`config.mk`:
```
export PLATFORM = sky130hd
export DESIGN_NAME = apb_reg_bank
export DESIGN_NICKNAME = d
export VERILOG_FILES = /design/src/rtl/apb_reg_bank.sv
export SDC_FILE = /design/constraint.sdc
export NUM_CORES = 1
export LEC_CHECK = 0
export ABC_AREA = 1
export ABC_CLOCK_PERIOD_IN_PS = 17430
export BUFFER_PORTS_ARGS = -buffer_cell sky130_fd_sc_hd__clkbuf_2
export CELL_PAD_IN_SITES_DETAIL_PLACEMENT = 1
export CELL_PAD_IN_SITES_GLOBAL_PLACEMENT = 1
export CORE_AREA = 2 2 243 245
export DETAILED_ROUTE_END_ITERATION = 12
export DIE_AREA = 0 0 245 247
export GPL_TIMING_DRIVEN = 0
export PLACE_DENSITY = 0.76
export SYNTH_ARGS = -nofsm -noshare
export SYNTH_HDL_FRONTEND = slang
export SYNTH_SLANG_ARGS = --single-unit
```
`constraint.sdc`:
```
create_clock -name pclk -period 17.43 [get_ports pclk]
set_input_delay 0.8715 -clock pclk [delete_from_list [all_inputs] [get_ports pclk]]
set_output_delay 0.8715 -clock pclk [all_outputs]
set_load 0.01 [all_outputs]
```
`src/rtl/apb_reg_bank.sv`:
```
// rtl/apb_reg_bank.sv - APB slave register bank with byte strobes, RO masking, wait states and hw update port
module apb_reg_bank #(
  parameter int                           DATA_W      = 32,
  parameter int                           NUM_REGS    = 8,
  parameter int                           WAIT_STATES = 0,
  parameter logic [NUM_REGS-1:0]          RO_MASK     = '0,
  parameter logic [NUM_REGS*DATA_W-1:0]   RESET_VALS  = '0
) (
  input  logic                           pclk,
  input  logic                           preset,
  input  logic [31:0]                    paddr,
  input  logic [DATA_W-1:0]              pwdata,
  input  logic [DATA_W/8-1:0]            pstrb,
  input  logic                           psel,
  input  logic                           penable,
  input  logic                           pwrite,
  output logic [DATA_W-1:0]              prdata,
  output logic                           pready,
  output logic                           pslverr,
  input  logic [NUM_REGS-1:0]            hw_wr,
  input  logic [NUM_REGS*DATA_W-1:0]     hw_wdata,
  output logic [NUM_REGS*DATA_W-1:0]     reg_q
);

  localparam int STRB_W = DATA_W / 8;
  localparam int IDX_W  = $clog2(NUM_REGS);

  typedef enum logic {IDLE, ACCESS} state_t;

  state_t               state_q, state_d;
  logic [3:0]           cnt_q, cnt_d;
  logic [DATA_W-1:0]    regs_q [NUM_REGS];
  logic [DATA_W-1:0]    regs_d [NUM_REGS];

  logic                 addr_ok;
  logic [IDX_W-1:0]     idx;
  logic                 ro_hit;
  logic [DATA_W-1:0]    rd_word;
  logic                 wr_ok;

  // Only word-aligned addresses inside the bank decode to a register.
  assign addr_ok = (paddr[1:0] == 2'b00) && (paddr < 32'(4 * NUM_REGS));
  assign idx     = paddr[IDX_W+1:2];

  // Select the addressed register's contents and read-only attribute.
  always_comb begin
    ro_hit  = 1'b0;
    rd_word = '0;
    for (int i = 0; i < NUM_REGS; i++) begin
      if (IDX_W'(i) == idx) begin
        ro_hit  = RO_MASK[i];
        rd_word = regs_q[i];
      end
    end
  end

  // Response is purely a function of registered state and the live bus.
  assign pready  = (state_q == ACCESS) && (cnt_q == 4'd0) && psel && penable;
  assign wr_ok   = pready && pwrite && addr_ok && !ro_hit;
  assign pslverr = pready && (!addr_ok || (pwrite && ro_hit));
  assign prdata  = (pready && !pwrite && addr_ok) ? rd_word : '0;

  // Transfer sequencing: SETUP moves to ACCESS, wait counter burns down, completion or abort returns to IDLE.
  always_comb begin
    state_d = state_q;
    cnt_d   = cnt_q;
    case (state_q)
      IDLE: begin
        if (psel && !penable) begin
          state_d = ACCESS;
          cnt_d   = 4'(WAIT_STATES);
        end
      end
      ACCESS: begin
        if (!psel) begin
          state_d = IDLE;
          cnt_d   = 4'd0;
        end else if (cnt_q != 4'd0) begin
          cnt_d = cnt_q - 4'd1;
        end else if (penable) begin
          state_d = IDLE;
        end
      end
      default: begin
        state_d = IDLE;
        cnt_d   = 4'd0;
      end
    endcase
  end

  // Next register values: hw port loads whole word, APB strobed bytes override on a shared target.
  always_comb begin
    for (int i = 0; i < NUM_REGS; i++) begin
      regs_d[i] = hw_wr[i] ? hw_wdata[i*DATA_W +: DATA_W] : regs_q[i];
      if (wr_ok && (IDX_W'(i) == idx)) begin
        for (int b = 0; b < STRB_W; b++) begin
          if (pstrb[b]) begin
            regs_d[i][8*b +: 8] = pwdata[8*b +: 8];
          end
        end
      end
    end
  end

  // State, counter and register storage with asynchronous reset to the programmed values.
  always_ff @(posedge pclk or posedge preset) begin
    if (preset) begin
      state_q <= IDLE;
      cnt_q   <= 4'd0;
      for (int i = 0; i < NUM_REGS; i++) begin
        regs_q[i] <= RESET_VALS[i*DATA_W +: DATA_W];
      end
    end else begin
      state_q <= state_d;
      cnt_q   <= cnt_d;
      for (int i = 0; i < NUM_REGS; i++) begin
        regs_q[i] <= regs_d[i];
      end
    end
  end

  for (genvar g = 0; g < NUM_REGS; g++) begin : g_reg_q
    assign reg_q[g*DATA_W +: DATA_W] = regs_q[g];
  end

endmodule

```
==> impl_metrics.prom <==
# TYPE chip_impl_metric gauge
chip_impl_metric{name="clock_slew_seen_by_the_registers_of_the_worst_setup_and_hold_paths",unit="ps"} 50
chip_impl_metric{name="seq_area",unit="mm2"} 0.00653
chip_impl_info{name="most_area_hungry_cell_type_in_the_yosys_netlist",value="dfrtp_1"} 1
chip_impl_metric{name="ff2ff_setup_slack",unit="ps"} 14900
chip_impl_metric{name="cts_inserted_buffers",unit=""} 35
chip_impl_metric{name="clock_latency_on_the_worst_skew_pair",unit="ps"} 560
chip_impl_metric{name="finalSetupViolations",unit=""} 0
chip_impl_info{name="layout.cells.most_common",value="clkbuf_2"} 1
chip_impl_metric{name="die_area",unit="mm2"} 0.0605
chip_impl_metric{name="top_level_ports",unit=""} 627
chip_impl_metric{name="postCtsHoldBufs",unit=""} 0
chip_impl_metric{name="multi_input_area",unit="mm2"} 0.0111
chip_impl_metric{name="skew",unit="ps"} 21.4
chip_impl_metric{name="max_cap_viol_count",unit=""} 0
chip_impl_metric{name="antenna_found_initial",unit=""} 10
chip_impl_info{name="path_category_of_the_worst_min_delay_check",value="in2async"} 1
chip_impl_info{name="synth.top_cells.by_area",value="dfrtp_1 (31%), o21a_1 (18%), o21ai_2 (11%), inv_1 (10%), nand2_1 (7.8%)"} 1
chip_impl_metric{name="post_drt_via_cell_ratio",unit=""} 5.21
chip_impl_metric{name="setup_tns",unit="ps"} 0
chip_impl_metric{name="grt-ovfl-total",unit=""} 0
chip_impl_metric{name="clock_tree.buffer_depth",unit=""} 3
chip_impl_metric{name="htree_levels",unit=""} 2
chip_impl_info{name="cts_tree",value="yes"} 1
chip_impl_metric{name="drt-wirelength-per-cell",unit="um"} 24.3
chip_impl_metric{name="num_rows",unit=""} 89
chip_impl_metric{name="areaGrowthSynthToFinish",unit="%"} 25.3
chip_impl_metric{name="ys_seq_elements",unit=""} 261
chip_impl_metric{name="fillerInstances",unit=""} 7534
chip_impl_metric{name="clock.fmax",unit="GHz"} 0.242
chip_impl_metric{name="wirelength",unit="um"} 103000
chip_impl_metric{name="postCtsResizedCells",unit=""} 0
chip_impl_metric{name="number_of_sinks_handled_by_clock_tree_synthesis",unit=""} 261
chip_impl_metric{name="synth_cell_type_count",unit=""} 26
chip_impl_metric{name="pin_count_of_the_biggest_net_entering_global_routing",unit=""} 115
chip_impl_info{name="grt_setup_unrepaired",value="false"} 1
chip_impl_metric{name="p_per_area",unit="mW/mm2"} 79.2
chip_impl_metric{name="cp_data_arrival_time",unit="ps"} 3270
chip_impl_metric{name="path_max_fanout",unit=""} 10
chip_impl_metric{name="first_pass_grt_wire_length",unit="um"} 148000
chip_impl_info{name="most-common-layout-cells",value="clkbuf_2 (614), inv_1 (557), o21a_1 (512)"} 1
chip_impl_metric{name="yosysSeqAreaShare",unit="%"} 31.4
chip_impl_metric{name="die_w",unit="um"} 245
chip_impl_metric{name="place.detailed.hpwl",unit="um"} 82700
chip_impl_metric{name="cts_setup_buffers",unit=""} 0
chip_impl_metric{name="crit_required",unit="ps"} 16560
chip_impl_info{name="cts_root_buf",value="clkbuf_16"} 1
chip_impl_metric{name="finalCriticalPeriod",unit="ps"} 4140
chip_impl_metric{name="globalRouteTotalUtil",unit="%"} 33.4
chip_impl_metric{name="nets",unit=""} 3799
chip_impl_metric{name="dr.first_iter.drc_count",unit=""} 1283
chip_impl_info{name="critical_path.endpoint_type",value="output pin"} 1
chip_impl_metric{name="drc_errors",unit=""} 0
chip_impl_metric{name="vias",unit=""} 22200
chip_impl_metric{name="gate_count_of_the_mapped_netlist",unit=""} 2808
chip_impl_metric{name="layout_worst_path_cycle_share",unit="%"} 23.8
chip_impl_metric{name="yosysWarnings",unit=""} 0
chip_impl_metric{name="firstDrtPassIters",unit=""} 5
chip_impl_metric{name="floorplan.core_area",unit="mm2"} 0.0582
chip_impl_metric{name="gp_congestion",unit=""} 0.935
chip_impl_info{name="result_of_the_run",value="completed"} 1
chip_impl_metric{name="final-hold-violation-count",unit=""} 0
chip_impl_metric{name="worst_slew_margin_rel",unit="%"} 26.1
chip_impl_info{name="startpoint_type",value="input port"} 1
chip_impl_metric{name="cellLeakagePower",unit="nW"} 14.1
chip_impl_metric{name="worst_max_slew_pin_slew",unit="ps"} 1110
chip_impl_metric{name="maxSlewViolCount",unit=""} 0
chip_impl_metric{name="ant_nets",unit=""} 0
chip_impl_metric{name="final_layout_size_suffix_gt1_share",unit="%"} 35.5
chip_impl_metric{name="netlist.area_leader.share",unit="%"} 31.4
chip_impl_metric{name="power.total",unit="W"} 0.00207
chip_impl_metric{name="worst_ir_drop_vdd",unit="mV"} 0.0549
chip_impl_metric{name="synth_net_count",unit=""} 3146
chip_impl_metric{name="grt_pass1_vias",unit=""} 22800
chip_impl_metric{name="initial_utilization",unit="%"} 35.8
chip_impl_metric{name="die_height",unit="um"} 247
chip_impl_metric{name="mappedNetlistArea",unit="mm2"} 0.0208
chip_impl_info{name="critPathKind",value="in2out"} 1
chip_impl_metric{name="io_buffers",unit=""} 614
chip_impl_metric{name="synth_area_per_cell",unit="um2"} 7.42
registers in the layout (all words and copies together), names as in the netlist:
name     cells
reg_q      256
cnt_q        4
state_q      1
logic make-up after synthesis:
family,count (synthesis),share of synthesized area [%]
simple gates,995,23.2
compound gates,804,30.1
buf+inv,747,15.3
flops,261,31.4
fa+ha+maj,1,0.0601
layer usage:
| metal | GRT usage [%] | share of wire (%) |
|---|---|---|
| met3 | 6.07 | 6.8 |
| met5 | 0 | 0.075 |
| met4 | 15.5 | 4.7 |
| met1 | 42.7 | 42 |
| met2 | 54.8 | 47 |
Yosys cell counts:
| master | n |
|---|---|
| nor3_4 | 3 |
| nand2_2 | 226 |
| clkbuf_1 | 114 |
| nor2_1 | 149 |
| buf_2 | 16 |
| or2_2 | 1 |
| nor3_2 | 2 |
| nand3_4 | 8 |
| nand2_1 | 435 |
| nand3_2 | 1 |
| nor3_1 | 5 |
| inv_2 | 4 |
| nor2_8 | 2 |
| or2_1 | 1 |
| nand4_1 | 96 |
| dfrtp_1 | 261 |
| o21ai_2 | 256 |
| o21a_1 | 512 |
| buf_6 | 48 |
| buf_1 | 7 |
| ha_1 | 1 |
| inv_1 | 558 |
| a21oi_1 | 33 |
| o22ai_1 | 1 |
| o21ai_0 | 2 |
| nand3_1 | 66 |
report_power, final:
| part | leakage [nW] | internal [W] | total, W | switching (W) |
|---|---|---|---|---|
| Sequential | 3.17 | 0.000664 | 0.000733 | 0.0000695 |
| Clock | 0.575 | 0.000455 | 0.000758 | 0.000303 |
| Combinational | 10.3 | 0.000221 | 0.000577 | 0.000356 |
cell type report:
| cell class | count | area share [%] |
|---|---|---|
| inverter | 562 | 8.11 |
| antenna | 3 | 0.0288 |
| clock inverter | 6 | 0.307 |
| clock buffer | 55 | 4.15 |
| sequential | 261 | 25.0 |
| multi-input combinational | 1800 | 42.6 |
| timing repair buffer | 616 | 12.0 |
| tap | 773 | 3.71 |
| buffer | 185 | 4.12 |
path summary, 6_finish.rpt:
path	start	to	depth (start not counted)
worst min-delay path	preset	reg_q[47]$_DFF_PP0_	2
worst max register to register	cnt_q[0]$_DFFE_PP0P_	reg_q[205]$_DFF_PP0_	10
min in group pclk	cnt_q[3]$_DFFE_PP0P_	cnt_q[3]$_DFFE_PP0P_	2
worst max-delay path	paddr[2]	prdata[8]	11
max in group asynchronous	preset	reg_q[249]$_DFF_PP0_	3
worst min register to register	cnt_q[3]$_DFFE_PP0P_	cnt_q[3]$_DFFE_PP0P_	2
critical path, cell delays in order:
cell and delay (ps):
clkbuf_2 110, buf_2 230, nor2_1 560, clkbuf_1 500, nand3_1 280, nand3_1 180
nor2_1 100, nand4_1 130, nand2_1 70, inv_1 90, clkbuf_2 140
metrics by stage:
step | hold WS, ps | cell area (um2) | util, % | cells | setup slack (ps)
5_1_grt | 362 | 26100 | 44.8 | 4261 | 13250
3_3_place_gp | 510 | 24900 | 42.7 | 4195 | 5200
2_1_floorplan | 480 | 20800 | - | 2808 | 9380
4_1_cts | 343 | 26100 | 44.8 | 4258 | 13380
3_5_place_dp | 537 | 24900 | 42.8 | 4197 | 13390
6_report | 343 | 26100 | 44.8 | 4261 | 13290
No activity file was read; power rests on OpenSTA's default activity.
